`src/rtl/multicycle_control.sv`:
```
// Multi-cycle sequencer for the 31-instruction MIPS core.
// Steps each instruction through FETCH/DECODE/EXEC/MEM/WB with a sticky TRAP.
module multicycle_control #(
    parameter int              N_OP        = 31,
    parameter int              CNT_W       = 32,
    parameter logic [N_OP-1:0] LOAD_MASK   = 31'h0100_0000,
    parameter logic [N_OP-1:0] STORE_MASK  = 31'h0200_0000,
    parameter logic [N_OP-1:0] BRANCH_MASK = 31'h0C00_0000,
    parameter logic [N_OP-1:0] BNE_MASK    = 31'h0800_0000,
    parameter logic [N_OP-1:0] JUMP_MASK   = 31'h7000_0000,
    parameter logic [N_OP-1:0] NOWB_MASK   = 31'h5E00_0000
) (
    input  logic             clk,
    input  logic             rst,
    input  logic [N_OP-1:0]  op,
    input  logic             zero,
    input  logic             im_ready,
    input  logic             dm_ready,
    output logic             im_req,
    output logic             ir_we,
    output logic             alu_en,
    output logic             dm_cs,
    output logic             dm_r,
    output logic             dm_w,
    output logic             rf_we,
    output logic             pc_we,
    output logic [1:0]       pc_src,
    output logic             retire,
    output logic             trap,
    output logic [CNT_W-1:0] cycle_cnt,
    output logic [CNT_W-1:0] instret_cnt
);

    typedef enum logic [2:0] {
        S_FETCH,
        S_DECODE,
        S_EXEC,
        S_MEM,
        S_WB,
        S_TRAP
    } state_t;

    state_t             state_q;
    state_t             state_d;
    logic [CNT_W-1:0]   cycle_q;
    logic [CNT_W-1:0]   instret_q;

    logic is_ld;
    logic is_st;
    logic is_br;
    logic is_bne;
    logic is_jmp;
    logic is_nowb;
    logic onehot;
    logic taken;

    assign is_ld   = |(op & LOAD_MASK);
    assign is_st   = |(op & STORE_MASK);
    assign is_br   = |(op & BRANCH_MASK);
    assign is_bne  = |(op & BNE_MASK);
    assign is_jmp  = |(op & JUMP_MASK);
    assign is_nowb = |(op & NOWB_MASK);
    assign onehot  = (op != '0) && ((op & (op - N_OP'(1))) == '0);
    assign taken   = is_bne ? ~zero : zero;

    // Next state and per-phase strobes; everything is held low during reset.
    always_comb begin
        state_d = state_q;
        im_req  = 1'b0;
        ir_we   = 1'b0;
        alu_en  = 1'b0;
        dm_cs   = 1'b0;
        dm_r    = 1'b0;
        dm_w    = 1'b0;
        rf_we   = 1'b0;
        pc_we   = 1'b0;
        pc_src  = 2'd0;
        retire  = 1'b0;
        trap    = 1'b0;
        if (!rst) begin
            unique case (state_q)
                S_FETCH: begin
                    im_req = 1'b1;
                    ir_we  = im_ready;
                    if (im_ready) state_d = S_DECODE;
                end
                S_DECODE: begin
                    state_d = onehot ? S_EXEC : S_TRAP;
                end
                S_EXEC: begin
                    alu_en = 1'b1;
                    if (is_ld || is_st) begin
                        state_d = S_MEM;
                    end else if (is_br) begin
                        pc_we   = 1'b1;
                        retire  = 1'b1;
                        pc_src  = taken ? 2'd1 : 2'd0;
                        state_d = S_FETCH;
                    end else if (is_jmp) begin
                        if (is_nowb) begin
                            pc_we   = 1'b1;
                            retire  = 1'b1;
                            pc_src  = 2'd2;
                            state_d = S_FETCH;
                        end else begin
                            state_d = S_WB;
                        end
                    end else if (is_nowb) begin
                        pc_we   = 1'b1;
                        retire  = 1'b1;
                        state_d = S_FETCH;
                    end else begin
                        state_d = S_WB;
                    end
                end
                S_MEM: begin
                    dm_cs = 1'b1;
                    dm_r  = is_ld;
                    dm_w  = ~is_ld & is_st;
                    if (dm_ready) begin
                        if (is_ld) begin
                            state_d = S_WB;
                        end else begin
                            pc_we   = 1'b1;
                            retire  = 1'b1;
                            state_d = S_FETCH;
                        end
                    end
                end
                S_WB: begin
                    rf_we   = 1'b1;
                    pc_we   = 1'b1;
                    retire  = 1'b1;
                    pc_src  = is_jmp ? 2'd2 : 2'd0;
                    state_d = S_FETCH;
                end
                S_TRAP: begin
                    trap = 1'b1;
                end
                default: begin
                    state_d = S_FETCH;
                end
            endcase
        end
    end

    // State register and performance counters; the cycle count freezes in TRAP.
    always_ff @(posedge clk or posedge rst) begin
        if (rst) begin
            state_q   <= S_FETCH;
            cycle_q   <= '0;
            instret_q <= '0;
        end else begin
            state_q <= state_d;
            if (state_q != S_TRAP) cycle_q <= cycle_q + CNT_W'(1);
            if (retire) instret_q <= instret_q + CNT_W'(1);
        end
    end

    assign cycle_cnt   = cycle_q;
    assign instret_cnt = instret_q;

endmodule

```
`config.mk`:
```
export PLATFORM = sky130hd
export DESIGN_NAME = multicycle_control
export DESIGN_NICKNAME = d
export VERILOG_FILES = /design/src/rtl/multicycle_control.sv
export SDC_FILE = /design/constraint.sdc
export NUM_CORES = 1
export LEC_CHECK = 0
export ABC_CLOCK_PERIOD_IN_PS = 2800
export CAP_MARGIN = 0
export CORE_MARGIN = 5
export CORE_UTILIZATION = 40
export DETAILED_ROUTE_END_ITERATION = 12
export PLACE_DENSITY = 0.74
export SLEW_MARGIN = 20
export SYNTH_ARGS = -nofsm -noshare
export SYNTH_HDL_FRONTEND = slang
export SYNTH_SLANG_ARGS = --single-unit
```
`constraint.sdc`:
```
create_clock -name clk -period 2.8 [get_ports clk]
set_clock_uncertainty 0.1 [all_clocks]
set_input_delay 0.42 -clock clk [delete_from_list [all_inputs] [get_ports clk]]
set_output_delay 0.42 -clock clk [all_outputs]
set_load 0.1 [all_outputs]
```
Yosys cells after proc, flatten, opt, wreduce, memory -nomap -nowiden
Index checks and enable logic that the tools add are counted.
Word-level totals
  bits in registers: 67
  bits of input ports: 36
  output and inout bits: 76
  logic and storage cells: 69
Operators by class
  $add $sub $neg: 3
  eq/ne operators: 8
  multiplexer cells: 40
  bitwise logic cells: 6
  reductions and logical operators: 9
Operators by type and width (number)
  32-bit by 1-bit adder with 32-bit output, second input constant: 2
  31-bit AND: 1
  31-bit zero test: 1
  31-bit nonzero test: 1
  31-bit by 1-bit subtractor with 31-bit output, second input constant: 1
  1-bit two-way mux: 24
  3-bit two-way mux: 7
  3-bit one-hot mux with 5 select lines: 1
  2-bit two-way mux: 6
  3-bit by 2-bit equality test with 1-bit output, second input constant: 2
  3-bit equality test, second input constant: 2
  5-bit OR reduction: 1
  2-bit inequality test, second input constant: 2
  1-bit inverter: 4
  2-bit one-hot mux with 2 select lines: 1
  4-bit AND reduction: 1
  3-bit by 1-bit equality test with 1-bit output, second input constant: 1
  3-bit zero test: 1
  3-bit inequality test, second input constant: 1
  1-bit one-hot mux with 3 select lines: 1
  3-bit OR reduction: 1
  2-bit OR reduction: 1
  1-bit AND: 1
  1-bit logical AND: 1
  1-bit logical OR: 1

Logic depth before layout (Yosys ltp)
  depth after elaboration: 7
  depth in mapped cells: 9
  depth with buffers taken out: 7

Worst setup path before layout
OpenSTA, ideal clock, no wires.
  kind: reg2out
  start point: reg state_q[2]
  end point: out retire
  arrival: 5850 ps
  required time: 2280 ps
  setup slack: -3570 ps
  stages on the path, launching flop included: 7
  buffers on the path: 3
  path through: dfrtp_1 buf_2 nor4b_1 o211a_1 or3_1 clkbuf_1 buf_4
Between the ends
  longest elaborated chain between the ends: 3
RTL lines
  start, declared: RTL line 43  | state_t state_q;
  start signal, assigned: RTL line 154  | state_q <= state_d;
  3-bit equality test or 3-bit by 2-bit equality test with 1-bit output (tied branches)
  1-bit one-hot mux with 3 select lines (*)
  1-bit two-way mux (*)
  end, declared: RTL line 28  | output logic retire,
Every way passes the cells marked *; elsewhere a longest branch is shown, timed or not.

Worst setup path after layout
  start point: in op[25]
  end point: out pc_we
Between the ends
  longest elaborated chain between the ends: 6
RTL lines
  start, declared: RTL line 15  | input logic [N_OP-1:0] op,
  5-bit OR reduction: RTL line 62  | assign is_nowb = |(op & NOWB_MASK);
  1-bit two-way mux: RTL line 100, 108
  1-bit two-way mux: RTL line 94  | end else if (is_br) begin
  1-bit two-way mux (*): RTL line 92  | if (is_ld || is_st) begin
  1-bit one-hot mux with 3 select lines (*): RTL line 81  | unique case (state_q)
  1-bit two-way mux (*): RTL line 80  | if (!rst) begin
  end, declared: RTL line 26  | output logic pc_we,
Marked as above.

==> impl.org <==
** Setup path
- The worst setup path is of the primary input to output port kind.
- Among cell families on the critical path, the largest total delay comes from simple AND/OR/NAND/NOR gates.
- The worst setup path is captured at an output port.
- The worst register-to-register path ends at instret_cnt[31]$_DFFE_PP0P_.
- Setup slack on the worst reg-to-reg path comes out at 0.33 ns.
- Peak fanout along the critical path :: 4
- At the worst endpoint, the arrival time is 2.20 ns.
- Worst Path Buf+Inv :: 3
- Among all stages on the critical path, the largest delay is contributed by or4_4.
- The critical path goes through clkdlybuf4s50_1, or4_4, buf_6, o211a_4, or3_4, buf_12.
- For this run, the slowest stage of the critical path takes 0.44 ns.
- Data required, critical path :: 2.28 ns
- The worst setup path is launched from a primary input.
- Worst flop-to-flop path startpoint :: state_q[0]$_DFFE_PP0P_
- Measured in cells, the most critical reg-to-reg path has a length of 7.

** Finish
- Compared with the post-synthesis result, the final layout area differs by 55.6%.
- Commonest cells after routing, fill and taps aside :: buf_4 (110), dfrtp_1 (65), xnor2_1 (50)
- Once layout is done, the placed cells without fillers occupy 0.00552 mm2.
- Fraction of final layout cells with drive strength greater than 1 :: 35.9%
- Most common cell after layout, fill and taps aside :: buf_4
- The repair_antennas step left the layout with diodes totalling 0.
- Number of filler cells placed in the layout :: 724
- In the final design database the tool counted 549 nets.
- The finished layout holds 624 standard cells, fillers aside.

** STA
- Setup violations remaining at the end of the flow were counted as 0.
- Headroom to the max-slew limit came out at 62.9%.
- Number of slew-limit violations in the final report :: 0
- Min Clock Period, post-route :: 2.72 ns
- Final Hold Violating Endpoints :: 0
- Max Clock Freq :: 368 MHz
- Crit share post-route :: 97.2%
- For the pin with the worst max-slew slack, the measured transition is 0.555 ns.
- Summed over all failing endpoints, the final setup total negative slack is 0 ns.
- Across all setup checks in the final design, the least slack found is 0.0794 ns.

** Floorplan
- After floorplanning, the core was divided into 34 placement rows.
- Die extent in y :: 104 um
- The initial utilization of the core area, before any placement, comes to 40.9%.
- Die Area :: 0.0108 mm2
- Chip width :: 104 um
- Placeable core region :: 0.00868 mm2
- Pin placement for this block handled 112 I/O pins.

** Status
- Outcome :: completed

** Synthesis
- Number of synthesized flops with an enable pin :: 0
- Count of different cell masters after synthesis :: 56
- Total of flip-flops plus latches after synthesis :: 67
- Among all flip-flop cells after synthesis, the most frequent one is dfrtp_1.
- Combined area of all synthesized cells :: 0.00355 mm2
- Synthesized instance count :: 349
- Syn_area_per_cell :: 10.2 um2
- The number of nets in the synthesized netlist is 387.
- During synthesis, Yosys emitted a total of 0 warnings.
- For this run, the register share of the synthesized area comes to 47.3%.
- Post-synthesis async set-or-reset flop share :: 100%

** Global route
- The first global-routing pass estimated 16.0 mm of wire.
- Tot GR Track Use :: 17.3%
- Global routing used 28.9% of the available met2 tracks.
- In this run the most used layer during global routing was met2.
- Pin count of the biggest net entering global routing :: 25
- Total congestion overflow :: 0
- The via count of the first global-routing pass was 3371.
- The number of antenna violations at the first check in global routing came to 0.
- For this run, global-route usage on met1 was measured as 21.2%.
- For met3 alone, demand over resource in global routing was 4.90%.

** Power and ir drop
- Switching power total :: 1.53 mW
- The share of total power dissipated in combinational logic is 41.2%.
- Internal Power :: 1.96 mW
- In this run switching power makes up 43.8% of total power.
- Power Dens Cells :: 634 mW/mm2
- In this run the static leakage power is 2.56 nW.
- Total power of the final layout :: 3.50 mW
- Across the VDD grid, the largest voltage drop is 0.375 mV.
- The share of total power dissipated in sequential elements is 34.8%.
- Clock network power share :: 24.0%

** Drt
- Drt via density :: 5.23
- The first detailed-routing pass ran for 4 iterations.
- The detail route stage leaves a number of antenna-violating nets equal to 0.
- After detailed routing, the total wire length is 9.53 mm.
- The first routing iteration left 95 violations.
- Detailed routing inserted a total of 3262 vias.
- After detailed routing, the average wire length per cell comes to 15.3 um.
- DRC violation count after routing :: 0

** Min path
- End point of the worst hold path :: cycle_cnt[31]$_DFFE_PP0P_
- The startpoint identified for the worst hold timing path is cycle_cnt[31]$_DFFE_PP0P_.
- In this run the worst hold path is classified as flop to flop.
- Along the worst hold path, the cell count comes to 1.

** Placed design
- The count of buffers added on input and output ports is 111.
- Cell area after placement :: 0.00513 mm2
- Detailed Place HPWL :: 7.23 mm
- Global placer's final weighted congestion :: 0.820
- Post-Place Cells :: 599
- Prior to clock tree synthesis, the placed netlist has a worst setup slack of -0.718 ns.

** Clocking
- Clock edge transition at the registers on the reported setup and hold paths :: 0.07 ns
- CTS max path bufs :: 2
- Clock insertion delay at the later pin of the skew report :: 0.34 ns
- Number of clock sinks :: 67
- CTS built an H-tree with a depth of 3.
- Clock tree synthesis inserted a total of 9 buffers.
- The number of hold buffers added after CTS was 0.
- TritonCTS built the clock tree.
- Root Buffer Master :: clkbuf_8

** Run
- Max-cap violations in this run came to 0.
[worst reg2reg max path: stages (launching register included)]
cell and delay [ns]:
dfrtp_1 0.57, nor4bb_4 0.38, nor3b_2 0.28, o311a_1 0.24
and2b_2 0.17, and4_1 0.34, nand4_1 0.15, xnor2_1 0.14
[sequential cells by signal, indices dropped and copies added, names as in the netlist]
register and count:
state_q 3, cycle_cnt 32, instret_cnt 32
[power groups by stage]
stage / clock, mW / combinational (mW) / sequential (mW)
floorplan: 0 / 0.507 / 1.75
global placement: 0 / 1.41 / 1.23
detailed placement: 0 / 1.44 / 1.24
CTS: 0.858 / 1.44 / 1.22
global route: 0.887 / 1.52 / 1.24
finish: 0.838 / 1.44 / 1.22
[layer usage]
| layer | wire length [um] | vias up |
|---|---|---|
| met2 | 4720 | 112 |
| met5 | 0 | - |
| met4 | 209 | 0 |
| met3 | 636 | 20 |
| met1 | 3960 | 1553 |
| li1 | - | 1577 |
[cell usage after synthesis, types with 2 or more instances]
library cell  count  share of area [%]
and4_1            7                1.7
nor2_1           18                1.9
mux2_2            2               0.64
or4_1             4               0.85
xor2_1           13                3.2
buf_2             3               0.42
o21ai_0           6               0.85
o41ai_1           4               0.99
nand4_1          10                1.8
o21a_1            2               0.42
nor3b_1           2               0.42
clkbuf_1          5               0.53
buf_4             2               0.42
and3_1           16                2.8
nor3_1            9                1.3
nor4b_1           2               0.49
nor4_1            7                1.2
a31oi_1           2               0.35
nand3_1          21                3.0
xnor2_1          50                 12
nor2b_1           2               0.35
and2_1            4               0.71
or2_2             4               0.71
inv_1            11                1.2
or3_1             5               0.88
a2111oi_0         2               0.49
ha_1              2               0.71
dfrtp_1          67                 47
a21oi_1           9                1.3
nand2_1          28                3.0
nand2b_1          5               0.88
[cell families (layout without fill, tap and decap cells)]
logic type | count (synthesis) | count (layout) | share of synthesized area, %
xor gates and xnor gates | 63 | 63 | 15.6
buffers and inverters | 21 | 188 | 2.54
and+or+nand+nor | 152 | 152 | 24.3
muxes | 3 | 3 | 0.917
adders and majority gates | 3 | 3 | 0.988
DFF | 67 | 67 | 47.3
AOI/OAI and AO/OA | 40 | 40 | 8.43
[worst max path at each step]
stage                                 from                     endpoint  slack [ns]  depth (start not counted)
floorplan           state_q[2]$_DFFE_PP0P_  instret_cnt[31]$_DFFE_PP0P_       -0.56                          9
global placement                     op[2]       state_q[1]$_DFFE_PP0P_       -0.54                          8
detailed placement                   op[2]       state_q[1]$_DFFE_PP0P_       -0.72                          8
CTS                                  op[4]       state_q[1]$_DFFE_PP0P_       0.008                          8
global route                         op[5]       state_q[1]$_DFFE_PP0P_       -0.08                          9
finish                              op[25]                        pc_we        0.08                          6
[stage by stage]
step | hold slack, ns | util (%)
after CTS | 0.370 | 62.4
after global placement | 0.355 | 59.1
after detailed placement | 0.360 | 59.1
after global routing | 0.383 | 63.6
final | 0.371 | 63.6
after floorplan | 0.490 | -
[timing repair]
action | CTS | global route
gates resized for setup | 22 | 14
setup endpoints to repair | 5 | 3
pin swaps | 14 | 9
setup buffers | 3 | 6
[layout make-up]
cell class	instances	area, um2	area share, %
multi-input combinational	261	1970	35.8
clock inverter	5	60.1	1.09
inverter	11	41.3	0.748
clock buffer	11	151	2.74
tap	108	135	2.45
timing repair buffer	161	1480	26.7
sequential	67	1680	30.4
Note: power is estimated with default switching activity, not from simulation.
